===== src/rtl/demux_1to4_reg.sv =====
// Registered 1-to-4 demultiplexer with per-channel valid/ready output slots.
// The target channel comes from sel or from a round-robin pointer that advances per routed word.
module demux_1to4_reg #(
   parameter int width = 4
) (
   input  logic             clk,
   input  logic             rst_n,
   input  logic [width-1:0] i,
   input  logic [1:0]       sel,
   input  logic             auto,
   input  logic             in_valid,
   output logic             in_ready,
   output logic [width-1:0] o0,
   output logic [width-1:0] o1,
   output logic [width-1:0] o2,
   output logic [width-1:0] o3,
   output logic [3:0]       o_valid,
   input  logic [3:0]       o_ready,
   output logic [1:0]       next_ch
);

   // Handshake: a word moves on a cycle where valid and ready are both high at the
   // rising edge. Ready never looks at valid, and a valid word is held unchanged until it moves.
   logic [width-1:0] data_q [4];
   logic [3:0]       valid_q;
   logic [1:0]       rr_ptr;
   logic [1:0]       tgt;
   logic             accept;
   logic [3:0]       load;

   always_comb begin
      tgt      = auto ? rr_ptr : sel;
      in_ready = !valid_q[tgt] | o_ready[tgt];
      accept   = in_valid & in_ready;
      load     = 4'b0000;
      if (accept) load = 4'b0001 << tgt;
   end

   // A load wins over a drain on the same channel, so the slot stays full with the new word.
   always_ff @(posedge clk or negedge rst_n) begin
      if (!rst_n) begin
         for (int k = 0; k < 4; k++) data_q[k] <= '0;
         valid_q <= 4'b0000;
         rr_ptr  <= 2'd0;
      end else begin
         for (int k = 0; k < 4; k++) begin
            if (load[k]) begin
               data_q[k]  <= i;
               valid_q[k] <= 1'b1;
            end else if (valid_q[k] && o_ready[k]) begin
               valid_q[k] <= 1'b0;
            end
         end
         if (accept && auto) rr_ptr <= rr_ptr + 2'd1;
      end
   end

   assign o0      = data_q[0];
   assign o1      = data_q[1];
   assign o2      = data_q[2];
   assign o3      = data_q[3];
   assign o_valid = valid_q;
   assign next_ch = rr_ptr;

endmodule


===== config.mk =====
export PLATFORM = sky130hd
export DESIGN_NAME = demux_1to4_reg
export DESIGN_NICKNAME = d
export VERILOG_FILES = /design/src/rtl/demux_1to4_reg.sv
export SDC_FILE = /design/constraint.sdc
export NUM_CORES = 1
export LEC_CHECK = 0
export BUFFER_PORTS_ARGS = -buffer_cell sky130_fd_sc_hd__buf_2
export CAP_MARGIN = 20
export CORE_ASPECT_RATIO = 1.2
export CORE_UTILIZATION = 42
export DETAILED_ROUTE_END_ITERATION = 16
export GPL_ROUTABILITY_DRIVEN = 0
export GPL_TIMING_DRIVEN = 0
export HOLD_SLACK_MARGIN = 0.06
export PLACE_DENSITY = 0.7
export SETUP_SLACK_MARGIN = 0.05
export SYNTH_ARGS = -nofsm -noshare
export SYNTH_HDL_FRONTEND = slang
export SYNTH_SLANG_ARGS = --single-unit

===== constraint.sdc =====
create_clock -name clk -period 1.5 [get_ports clk]
set_input_delay 0.075 -clock clk [delete_from_list [all_inputs] [get_ports clk]]
set_output_delay 0.075 -clock clk [all_outputs]
set_load 0.02 [all_outputs]

==> run summary <==
## GRT
* met2 — most congested layer reported by global routing
* 0.3036 — met2 usage
* 0.03571 — met3 demand-to-capacity share in global routing
* 3.401 mm — first-pass GRT wire length
* 0.2291 — GRT met1 Usage
* 756 — number of global-route vias before repair
* 23 — largest net degree at the start of global routing
* 0 — antenna violations before repair
* 0 — total congestion overflow
* 0.1844 — Overall Global Routing Usage

## Synthesis
* 0.5473 — area fraction of the dominant cell type after synthesis
* 22 x sky130_fd_sc_hd__dfrtp_1, 16 x sky130_fd_sc_hd__mux2_2, 5 x sky130_fd_sc_hd__nand2_1, 4 x sky130_fd_sc_hd__nand2b_1 — cell types with the highest counts after synthesis
* 14.79 um2 — Avg Inst Size Synth
* 1.000 — fraction of synthesis flops using an asynchronous set or reset pin
* 68 — number of instances in the synthesized netlist
* sky130_fd_sc_hd__dfrtp_1 — Synth area leader
* 0.001006 mm2 — post-synthesis instance area
* 0 — count of flip-flops with a built-in enable after synthesis
* 0.5473 — sequential area share after synthesis
* 17 — count of unique library cells instantiated by Yosys
* 22 — number of synthesized register bits
* sky130_fd_sc_hd__dfrtp_1 — most instantiated library cell after synthesis
* 0 — total number of yosys warnings
* sky130_fd_sc_hd__dfrtp_1 55%, sky130_fd_sc_hd__mux2_2 18%, sky130_fd_sc_hd__mux2i_4 4.5% — main area contributors after synthesis
* sky130_fd_sc_hd__dfrtp_1 — most frequently used flop master after synthesis
* 82 — net count after synthesis

## Timing
* 1.560 ns — final critical delay including setup and external delays
* 0 — final-report hold violation count
* 0.002543 ns — Clock Skews
* 641.1 MHz — upper clock frequency limit
* -0.05982 ns — post-route setup slack
* 5 — setup-violating endpoint count in the final report
* 0.6790 — Worst slew margin
* 0.4815 ns — slew of the pin with the lowest slew margin
* true — setup repair after global routing missed its margin
* 0 — count of final max-slew check failures
* 1.040 — crit share post-route

## Setup path
* 0.45 ns — delay of the slowest cell on the worst path
* flip-flop — kind of start point of the critical path
* 1 — count of buffering cells on the critical path with inverters included
* sky130_fd_sc_hd__dfrtp_2 — cell at the slowest stage of the critical path
* 1.42 ns — critical path required time
* multiplexers — cell class contributing the biggest share of worst-path delay
* mux2_4 > mux2i_2 > mux2i_1 > buf_4 — cell-by-cell trace of the critical path
* 1.48 ns — WP data arrival
* output pin — nature of the critical path endpoint
* reg2out — type of the worst setup path
* -0.04 ns — setup slack of the most critical reg-to-reg path
* 4 — Worst Reg-to-Reg Cells
* 4 — worst-path maximum fanout
* 4 — logic depth of the worst setup path including buffers

## Final layout
* 471.7 um2 — multi-input gate area in the final layout
* 0 — diode count
* 37.69% — Area growth, synth to finish
* 133 — # nets final
* 149 — filler-free cell count of the finished design
* 201 — # fillers
* 551.8 um2 — footprint of the flip-flops and latches
* 0.6017 — fraction of layout instances using a drive strength above 1

## Power
* 0.6766 nW — Leak
* 1.140 mV — highest ir drop seen on vdd
* 2.598 mW — post-route total power
* 1875 mW/mm2 — total power density per cell area

## Drt
* 0 — DR DRC count
* 2.064 mm — total wire length
* 13.85 um — post-DR wirelength/cell
* 5.000 — post-DR vias/cell
* 4 — first drt pass iteration count
* 745 — total via count after detailed routing
* 0 — antenna violation net count after detailed routing
* 4 — initial DRC count

## Floorplan
* 0.002596 mm2 — die area
* 55.61 um — y dimension of the die
* 0.4408 — Initial Util
* 37 — io pins
* 0.002282 mm2 — Placeable Area
* 46.68 um — overall die width
* 19 — floorplan row count

## Clock network
* sky130_fd_sc_hd__clkbuf_4 — Root Buffer Master
* 2 — Longest Clk Path Bufs
* 22 — CTS sink count
* 1 — maximum level of the CTS H-tree
* done — TritonCTS clock tree
* 3 — CTS Buf Count
* 0.12 ns — clk slew on worst S/H paths
* 0.30 ns — clock latency on the worst-skew pair

## Placed design
* 1.472 mm — post-detailed-placement half-perimeter wirelength
* 35 — number of buffers inserted by port buffering
* 134 — number of cells after detailed placement

## Worst hold path
* 3 — Min-Delay Path Depth
* in2reg — class of the tightest hold or removal check

## Outcome
* negative setup slack — failing checks
* complete, but fails checks — run status

## Flow run
* 0 — max cap viols

tightest hold or removal path: stages:
cell and delay (ns):
sky130_fd_sc_hd__buf_2 0.17, sky130_fd_sc_hd__nand2_1 0.10, sky130_fd_sc_hd__o31ai_1 0.06
per-layer routing:
metal / up-vias / share of wire
li1: 345 / -
met1: 368 / 0.40
met2: 30 / 0.53
met3: 2 / 0.063
met4: 0 / 0.0053
met5: - / 0
final timing paths:
path / start / endpoint
setup reg to reg: next_ch[1] / o3[0]
hold reg to reg: o0[1] / o0[1]
max in group asynchronous: rst_n / next_ch[1]
hold / removal: in_valid / next_ch[0]
min in group asynchronous: rst_n / o0[0]
setup / recovery: next_ch[1] / in_ready
cell type report:
class                           instances  share of cell area
Sequential cell                        22              0.3984
Multi-Input combinational cell         45              0.3406
Timing Repair Buffer                   46              0.1987
Tap cell                               31             0.02800
Clock buffer                            4             0.02620
Buffer                                  1            0.008130
stage by stage:
stage	worst slack, ns	hold WS, ns	utilization	cell area [um2]	TNS [ns]
finish	-0.05982	0.1286	0.6069	1385	-0.1571
global route	-0.1225	0.1348	0.6069	1385	-0.4170
CTS	-0.07105	0.1204	0.6036	1378	-0.1998
detailed placement	0.04951	0.06205	0.5345	1220	0
global placement	0.09021	0.05292	0.5345	1220	0
floorplan	0.07611	-0.2206	-	1006	0
repair_timing:
item,4_1_cts,5_1_grt
resized for setup,8,0
setup endpoints to repair,5,9
endpoints found under the hold margin,39,0
hold buffers,6,0
buffers inserted,4,1
cells by family after synthesis:
| group | synth area share |
|---|---|
| buf+inv | 0.01119 |
| mux | 0.2836 |
| flops | 0.5473 |
| simple gates | 0.1306 |
| compound gates | 0.02736 |
layout by cell type (no fill, tap or decap), types with 2 or more instances in the layout:
master,synthesis,layout
sky130_fd_sc_hd__buf_2,0,34
sky130_fd_sc_hd__dfrtp_1,22,21
sky130_fd_sc_hd__mux2_2,16,12
sky130_fd_sc_hd__mux2_4,2,6
sky130_fd_sc_hd__dlygate4sd3_1,0,6
sky130_fd_sc_hd__buf_4,0,6
sky130_fd_sc_hd__nand2_1,5,5
sky130_fd_sc_hd__nand2b_1,4,4
sky130_fd_sc_hd__nand4_4,2,3
sky130_fd_sc_hd__o21ai_0,3,3
sky130_fd_sc_hd__clkbuf_4,0,3
sky130_fd_sc_hd__mux2i_4,2,2
sky130_fd_sc_hd__mux2i_1,3,2
registers in the layout, indices dropped and copies added (netlist names):
register	count
o_valid	4
o1	4
o3	4
next_ch	2
o2	4
o0	4
power breakdown:
part | internal, mW | leakage, nW | switching (mW)
clock | 0.148 | 0.0210 | 0.170
sequential | 0.860 | 0.265 | 0.160
combinational | 0.567 | 0.390 | 0.692
No activity file was read; power rests on OpenSTA's default activity.
